### src/rtl/pipe_ctrl.sv
// Pipeline sequencer for the 5-stage RV32I core: load-use stalls, redirects,
// data-memory wait holds, debug halt/drain handshake and saturating perf counters.
module pipe_ctrl #(
  parameter int unsigned DRAIN_CYCLES = 3,
  parameter int unsigned MEM_TIMEOUT  = 64,
  parameter int unsigned CNT_W        = 16
) (
  input  logic             clk,
  input  logic             rst_n,
  input  logic             MemRead_ex,
  input  logic [4:0]       rdAddr_ex,
  input  logic [4:0]       rs1Addr_id,
  input  logic [4:0]       rs2Addr_id,
  input  logic             rs1Used_id,
  input  logic             rs2Used_id,
  input  logic             Branch,
  input  logic             Jump,
  input  logic             MemReq_mem,
  input  logic             MemReady,
  input  logic             HaltReq,
  input  logic             ClrCnt,
  output logic             PCWrite,
  output logic             IFWrite,
  output logic             IDFlush,
  output logic             EXFlush,
  output logic             PipeHold,
  output logic             Redirect,
  output logic             Stall,
  output logic             HaltAck,
  output logic             MemErr,
  output logic [CNT_W-1:0] StallCnt,
  output logic [CNT_W-1:0] FlushCnt,
  output logic [CNT_W-1:0] WaitCnt
);

  localparam int unsigned DW = 4;
  localparam int unsigned TW = 8;
  localparam logic [DW-1:0]    DRAIN_INIT = DW'(DRAIN_CYCLES - 1);
  localparam logic [TW-1:0]    TMO_LIM    = TW'(MEM_TIMEOUT);
  localparam logic [CNT_W-1:0] CNT_MAX    = '1;

  typedef enum logic [1:0] {
    ST_RUN    = 2'd0,
    ST_DRAIN  = 2'd1,
    ST_HALTED = 2'd2
  } state_e;

  state_e           state_q, state_d;
  logic [DW-1:0]    drain_q, drain_d;
  logic [TW-1:0]    tmo_q, tmo_d;
  logic             halt_ack_q, halt_ack_d;
  logic             mem_err_q, mem_err_d;
  logic [CNT_W-1:0] stall_cnt_q, stall_cnt_d;
  logic [CNT_W-1:0] flush_cnt_q, flush_cnt_d;
  logic [CNT_W-1:0] wait_cnt_q, wait_cnt_d;

  logic mem_wait;
  logic load_use;

  assign mem_wait = MemReq_mem & ~MemReady;
  assign load_use = MemRead_ex & (rdAddr_ex != 5'd0) &
                    ((rs1Used_id & (rdAddr_ex == rs1Addr_id)) |
                     (rs2Used_id & (rdAddr_ex == rs2Addr_id)));

  // Control outputs and next state; priority reset > wait > halt > load-use > redirect
  always_comb begin
    PCWrite  = 1'b0;
    IFWrite  = 1'b0;
    IDFlush  = 1'b0;
    EXFlush  = 1'b0;
    PipeHold = 1'b0;
    Redirect = 1'b0;
    Stall    = 1'b0;
    state_d  = state_q;
    drain_d  = drain_q;
    if (!rst_n) begin
      IDFlush = 1'b1;
      EXFlush = 1'b1;
    end else if (mem_wait) begin
      PipeHold = 1'b1;
    end else begin
      case (state_q)
        ST_RUN: begin
          if (HaltReq) begin
            EXFlush = 1'b1;
            if (DRAIN_CYCLES <= 32'd1) begin
              state_d = ST_HALTED;
            end else begin
              state_d = ST_DRAIN;
              drain_d = DRAIN_INIT;
            end
          end else if (load_use) begin
            Stall   = 1'b1;
            EXFlush = 1'b1;
          end else if (Branch | Jump) begin
            Redirect = 1'b1;
            PCWrite  = 1'b1;
            IFWrite  = 1'b1;
            IDFlush  = 1'b1;
          end else begin
            PCWrite = 1'b1;
            IFWrite = 1'b1;
          end
        end
        ST_DRAIN: begin
          EXFlush = 1'b1;
          if (!HaltReq) begin
            state_d = ST_RUN;
            drain_d = '0;
          end else if (drain_q <= DW'(1)) begin
            state_d = ST_HALTED;
            drain_d = '0;
          end else begin
            drain_d = drain_q - DW'(1);
          end
        end
        ST_HALTED: begin
          EXFlush = 1'b1;
          if (!HaltReq) begin
            state_d = ST_RUN;
          end
        end
        default: begin
          state_d = ST_RUN;
          drain_d = '0;
        end
      endcase
    end
  end

  // Wait timeout tracking and registered status
  always_comb begin
    tmo_d      = '0;
    mem_err_d  = mem_err_q;
    halt_ack_d = (state_d == ST_HALTED);
    if (mem_wait) begin
      tmo_d = (tmo_q >= TMO_LIM) ? tmo_q : tmo_q + TW'(1);
      if (tmo_d >= TMO_LIM) begin
        mem_err_d = 1'b1;
      end
    end
  end

  // Saturating performance counters, clear wins over increment
  always_comb begin
    stall_cnt_d = stall_cnt_q;
    flush_cnt_d = flush_cnt_q;
    wait_cnt_d  = wait_cnt_q;
    if (ClrCnt) begin
      stall_cnt_d = '0;
      flush_cnt_d = '0;
      wait_cnt_d  = '0;
    end else begin
      if (Stall && stall_cnt_q != CNT_MAX) stall_cnt_d = stall_cnt_q + CNT_W'(1);
      if (Redirect && flush_cnt_q != CNT_MAX) flush_cnt_d = flush_cnt_q + CNT_W'(1);
      if (mem_wait && wait_cnt_q != CNT_MAX) wait_cnt_d = wait_cnt_q + CNT_W'(1);
    end
  end

  always_ff @(posedge clk or negedge rst_n) begin
    if (!rst_n) begin
      state_q     <= ST_RUN;
      drain_q     <= '0;
      tmo_q       <= '0;
      halt_ack_q  <= 1'b0;
      mem_err_q   <= 1'b0;
      stall_cnt_q <= '0;
      flush_cnt_q <= '0;
      wait_cnt_q  <= '0;
    end else begin
      state_q     <= state_d;
      drain_q     <= drain_d;
      tmo_q       <= tmo_d;
      halt_ack_q  <= halt_ack_d;
      mem_err_q   <= mem_err_d;
      stall_cnt_q <= stall_cnt_d;
      flush_cnt_q <= flush_cnt_d;
      wait_cnt_q  <= wait_cnt_d;
    end
  end

  assign HaltAck  = halt_ack_q;
  assign MemErr   = mem_err_q;
  assign StallCnt = stall_cnt_q;
  assign FlushCnt = flush_cnt_q;
  assign WaitCnt  = wait_cnt_q;

endmodule

### config.mk
export PLATFORM = sky130hd
export DESIGN_NAME = pipe_ctrl
export DESIGN_NICKNAME = d
export VERILOG_FILES = /design/src/rtl/pipe_ctrl.sv
export SDC_FILE = /design/constraint.sdc
export NUM_CORES = 1
export LEC_CHECK = 0
export ABC_AREA = 1
export CORE_AREA = 2 2 110 112
export DETAILED_ROUTE_END_ITERATION = 8
export DIE_AREA = 0 0 112 114
export GPL_ROUTABILITY_DRIVEN = 0
export PLACE_DENSITY_LB_ADDON = 0.12
export SKIP_CTS_REPAIR_TIMING = 1
export SLEW_MARGIN = 15
export SYNTH_ARGS = -nofsm -noshare
export SYNTH_HDL_FRONTEND = slang
export SYNTH_SLANG_ARGS = --single-unit
### constraint.sdc
create_clock -name clk -period 3.1 [get_ports clk]
set_clock_uncertainty 0.15 [all_clocks]
set_input_delay 0.31 -clock clk [delete_from_list [all_inputs] [get_ports clk]]
set_output_delay 0.31 -clock clk [all_outputs]
set_load 0.1 [all_outputs]
==> impl_metrics.json, run 1 <==
{
  "post-route-period-util": 0.830,
  "peakVddDrop_mv": 0.411,
  "final_util": 0.460,
  "diodes": 0,
  "r2r_slack_ns": 0.74,
  "netlist_instances": 595,
  "synth_warnings": 0,
  "holdPathEnd": "MemErr",
  "portBuffers": 82,
  "synthFlopType": "dfrtp_1",
  "grt_first_pass_wirelength_um": 18300,
  "die_w_um": 112,
  "postRouteAntennaNets": 0,
  "grt_setup_unrepaired": "false",
  "syn_area_per_cell_um2": 6.92,
  "start_util": 0.352,
  "ys_types": 33,
  "drc": 0,
  "path_class": "primary input to primary output",
  "core_um2": 11700,
  "layout_common_cells": "nand2_1 (161), nor2_1 (87), inv_1 (76), dfrtp_1 (64), buf_4 (56)",
  "cts.sinks": 64,
  "die-height_um": 114,
  "crit_path_end_kind": "primary output",
  "async_flop_share": 1.00,
  "status": "complete, no violations",
  "drv_slew": 0,
  "io_pins": 83,
  "ys_seq_elements": 64,
  "cp-start-kind": "primary input",
  "r2r_start": "state_q[0]",
  "rows": 40,
  "routed_wl_um": 10700,
  "dieArea_um2": 12800,
  "finalNetCount": 717,
  "cts_tree": "yes",
  "htree_levels": 3,
  "cts.path.max_buffers": 2,
  "grt_use_total": 0.178,
  "pre_cts_ws_ns": 0.559,
  "grt_max_degree": 42,
  "grt_overflow": 0,
  "worstHoldStart": "MemErr",
  "cp_data_required_time_ns": 2.64,
  "multi_input_area_um2": 2170,
  "fin_crit_ns": 2.57,
  "clock_tree.root_cell": "clkbuf_16",
  "finalHoldViolCount": 0,
  "antenna_found_initial": 0,
  "powerDensity_nw_per_um2": 533,
  "synth_edf_count": 0,
  "path_buf_inv": 3,
  "fillerInstances": 1210,
  "synthesis.nets": 631,
  "crit_chain": "clkdlybuf4s50_1, inv_1, nand2_1, nand2_1, nor2_1, nand3_1, nand2_1, nand2_1, nand2_1, nand2_1, nand2_1, nand2_1, nand2_1, buf_12",
  "maxCapViolations": 0,
  "cpPeakStageDelay_ns": 0.56,
  "grt_pass1_vias": 3864,
  "path_common_cell": "nand2_1",
  "avgRoutedWirePerCell_um": 12.9,
  "relSlewSlack": 0.651,
  "first_pass_iters": 6,
  "arrival_ns": 2.11,
  "cp_top_family": "simple AND/OR/NAND/NOR gates",
  "drtIter0Drc": 207,
  "crit_fanout": 4,
  "p_leak_nw": 2.60,
  "clkTransAtPathRegs_ns": 0.06,
  "mappedNetlistArea_um2": 4120,
  "power_mw": 2.87,
  "tightest_slew_ns": 0.524,
  "dr_total_vias": 4036,
  "drive_gt1_frac": 0.141,
  "setup_tns_ns": 0,
  "dp_hpwl_um": 7860,
  "finalSetupViolCount": 0,
  "cp_slowest_cell": "clkdlybuf4s50_1",
  "syn2layout_area_growth_pct": 30.8,
  "fmax_mhz": 389,
  "min_path_type": "flop to flop",
  "holdPathStages": 1,
  "ff_latch_area_um2": 1600,
  "insertion_delay_ns": 0.34,
  "viasPerCell": 4.85,
  "cts-buffers-inserted": 9,
  "synth.yosys.seq_area_share": 0.389,
  "layout_commonest_cell": "nand2_1",
  "fin_ws_ns": 0.527,
  "rr_worst_depth": 11,
  "worstReg2RegEnd": "StallCnt[15]"
}
per-stage QoR:
step | std cells | hold WS [ns] | instance area (um^2)
final | 833 | 0.344 | 5390
after global routing | 833 | 0.398 | 5390
after CTS | 832 | -0.110 | 5380
after detailed placement | 816 | 0.250 | 5030
after global placement | 816 | 0.257 | 5030
after floorplan | 595 | -0.136 | 4140
flip-flops by register name, summed over array words and instances (netlist names):
name      count
FlushCnt     16
StallCnt     16
WaitCnt      16
tmo_q         8
drain_q       4
state_q       2
HaltAck       1
MemErr        1
routing by layer:
layer,GRT usage,wire [um],up-vias
met5,0,0,-
met4,0.0642,194,0
met3,0.0383,420,11
met2,0.293,4960,83
met1,0.233,5150,1872
li1,-,-,2070
logic make-up (layout without fill, tap and decap cells):
kind of cell	count (synthesis)	count (layout)	share of synthesized area
AOI/OAI and AO/OA	53	53	0.0678
xor gates and xnor gates	25	25	0.0532
adders and majority gates	10	10	0.0304
buffers and inverters	92	183	0.0899
DFF	64	64	0.389
and+or+nand+nor	351	351	0.370
worst reg2reg max path, cell delays in order, from the launching register on:
cell and delay (ns):
dfrtp_1 0.41, inv_1 0.12, ha_1 0.18, inv_1 0.11, nor2_2 0.14, inv_1 0.10
nor2_2 0.19, nand4_1 0.18, nand2_2 0.35, inv_2 0.17, nand2_1 0.09, nand2_1 0.06
Yosys cell counts (all sizes together), types with 3 or more instances:
library cell | count | area, um^2
buf | 6 | 47.5
nor2 | 91 | 352
dfrtp | 64 | 1600
nor3 | 22 | 115
nor3b | 3 | 22.5
inv | 78 | 293
o21ai | 30 | 150
clkbuf | 7 | 26.3
o22ai | 3 | 18.8
ha | 10 | 125
nand4 | 16 | 121
nand3 | 48 | 240
xor2 | 24 | 210
a21oi | 15 | 75.1
a31oi | 3 | 18.8
nand2 | 167 | 647
power by group:
part	switching, mW	internal [mW]	leakage [nW]
registers	0.0542	0.890	0.879
clock network	0.391	0.786	0.162
logic	0.520	0.231	1.56
total	0.966	1.91	2.60
how the worst max path moves through the flow:
stage / startpoint / endpoint / slack [ns] / cells past startpoint
floorplan: rdAddr_ex[3] / PCWrite / 0.27 / 10
global placement: rdAddr_ex[0] / IFWrite / 0.60 / 9
detailed placement: rdAddr_ex[4] / EXFlush / 0.56 / 14
CTS: rdAddr_ex[4] / EXFlush / 0.54 / 14
global route: rdAddr_ex[2] / EXFlush / 0.34 / 14
finish: rdAddr_ex[4] / EXFlush / 0.53 / 14
cell type report:
cell class,instances,area share
sequential,64,0.297
tap,147,0.0341
clock buffer,9,0.0418
clock inverter,7,0.0221
multi-input combinational,439,0.402
timing repair buffer,88,0.148
inverter,79,0.0550
(Power assumes the default switching activity.)
==> run 2: changes to the inputs <==
==> constraint.sdc (replaced) <==
create_clock -name clk -period 2.2 [get_ports clk]
set_clock_uncertainty 0.15 [all_clocks]
set_input_delay 0.22 -clock clk [delete_from_list [all_inputs] [get_ports clk]]
set_output_delay 0.22 -clock clk [all_outputs]
set_load 0.1 [all_outputs]
==> run 2 against run 1 <==
Non-clock buffer count is 14 higher. Critical path depth is 7 lower. Routed wire length is 1.3% higher. Die area stayed put. Sequential power is 42% higher. Setup slack worse by 0.46 ns. Flip-flop and latch count stayed put. Critical path type is now flop to primary output. Largest power group unchanged.
==> impl_metrics.json, run 2 (synthesized netlist as in run 1, its figures left out) <==
{
  "fin_crit_ns": 2.13,
  "cp-start-kind": "flop",
  "cts-buffers-inserted": 9,
  "syn2layout_area_growth_pct": 37.0,
  "grt_first_pass_wirelength_um": 18400,
  "avgRoutedWirePerCell_um": 12.8,
  "post-route-period-util": 0.969,
  "die-height_um": 114,
  "drive_gt1_frac": 0.216,
  "dr_total_vias": 4019,
  "drc": 0,
  "status": "complete, no violations",
  "cts.path.max_buffers": 2,
  "finalSetupViolCount": 0,
  "ff_latch_area_um2": 1640,
  "viasPerCell": 4.74,
  "portBuffers": 82,
  "grt_pass1_vias": 3882,
  "die_w_um": 112,
  "insertion_delay_ns": 0.32,
  "rows": 40,
  "routed_wl_um": 10900,
  "antenna_found_initial": 0,
  "arrival_ns": 1.76,
  "crit_path_end_kind": "primary output",
  "grt_max_degree": 34,
  "htree_levels": 3,
  "powerDensity_nw_per_um2": 718,
  "dp_hpwl_um": 7960,
  "diodes": 0,
  "start_util": 0.352,
  "postRouteAntennaNets": 0,
  "fmax_mhz": 469,
  "maxCapViolations": 0,
  "place_area_um2": 5200,
  "crit_fanout": 4,
  "cp_data_required_time_ns": 1.83,
  "drtIter0Drc": 140,
  "finalHoldViolCount": 0,
  "multi_input_area_um2": 2210,
  "layout_commonest_cell": "nand2_1",
  "layout_common_cells": "nand2_1 (156), nor2_1 (85), inv_1 (68), buf_4 (65), nand3_1 (48)",
  "io_pins": 83,
  "drv_slew": 0,
  "min_path_type": "primary input to asynchronous set/reset pin",
  "dieArea_um2": 12800,
  "clock_tree.root_cell": "clkbuf_16",
  "p_leak_nw": 2.78,
  "tightest_slew_ns": 0.433,
  "peakVddDrop_mv": 0.544,
  "first_pass_iters": 5,
  "grt_use_total": 0.175,
  "finalNetCount": 731,
  "fillerInstances": 1167,
  "core_um2": 11700,
  "timing.hold.ws_ns": 0.0904,
  "grt_overflow": 0,
  "setup_tns_ns": 0,
  "path_class": "flop to primary output",
  "relSlewSlack": 0.711,
  "cts.sinks": 64,
  "postLayoutCellArea_um2": 5640,
  "cts_tree": "yes",
  "clkTransAtPathRegs_ns": 0.05
}
==> run 2: changes by cell type in the layout (fill, tap and decap cells not counted), moves of 8 or more <==
cell,change
dfrtp_1,-27
dfrtp_2,+25
clkdlybuf4s50_1,-15
dlymetal6s2s_1,+15
buf_4,+9
inv_1,-8
==> run 2: worst paths after layout <==
path,start,depth (start not counted),to,slack [ns]
worst max-delay path,state_q[0],7,Redirect,0.07
worst min-delay path,rst_n,2,HaltAck,0.09
worst max register to register,FlushCnt[0],10,FlushCnt[9],0.20
worst min register to register,MemErr,1,MemErr,0.35
max in group asynchronous,rst_n,3,FlushCnt[1],1.14
min in group clk,MemErr,1,MemErr,0.35
==> run 2: where the power goes <==
part | internal [mW] | leakage, nW | switching [mW]
Clock | 1.02 | 0.154 | 0.507
Sequential | 1.26 | 0.836 | 0.0790
Combinational | 0.406 | 1.79 | 0.775
Total | 2.69 | 2.78 | 1.36
==> run 2: cell type report <==
class	count	share of cell area
Multi-Input combinational cell	439	0.392
Sequential cell	64	0.291
Timing Repair Buffer	102	0.176
Inverter	79	0.0530
Clock buffer	13	0.0444
Tap cell	147	0.0326
Clock inverter	3	0.0115
==> run 2: stage by stage <==
step | utilization | worst slack [ns] | power, mW | std cells
after detailed placement | 0.444 | -0.0945 | 2.45 | 826
final | 0.482 | 0.0672 | 4.05 | 847
after global placement | 0.444 | -0.0466 | 2.43 | 826
after floorplan | - | -0.392 | 2.10 | 595
after global routing | 0.482 | -0.00761 | 4.27 | 847
after CTS | 0.471 | -0.0945 | 4.01 | 842
==> run 2: worst max-delay path, stage by stage (launching register included) <==
cell and delay, ns:
dfrtp_1 0.42, inv_2 0.11, ha_4 0.15, inv_4 0.05, nor2_4 0.11, nand4_1 0.19, nor2_2 0.21, buf_12 0.19
==> run 2: per-layer routing <==
layer | track usage | up-vias | routed length, um
li1 | - | 2106 | -
met1 | 0.237 | 1836 | 5220
met2 | 0.288 | 73 | 5210
met3 | 0.0372 | 4 | 381
met4 | 0.0423 | 0 | 58
met5 | 0 | - | 0
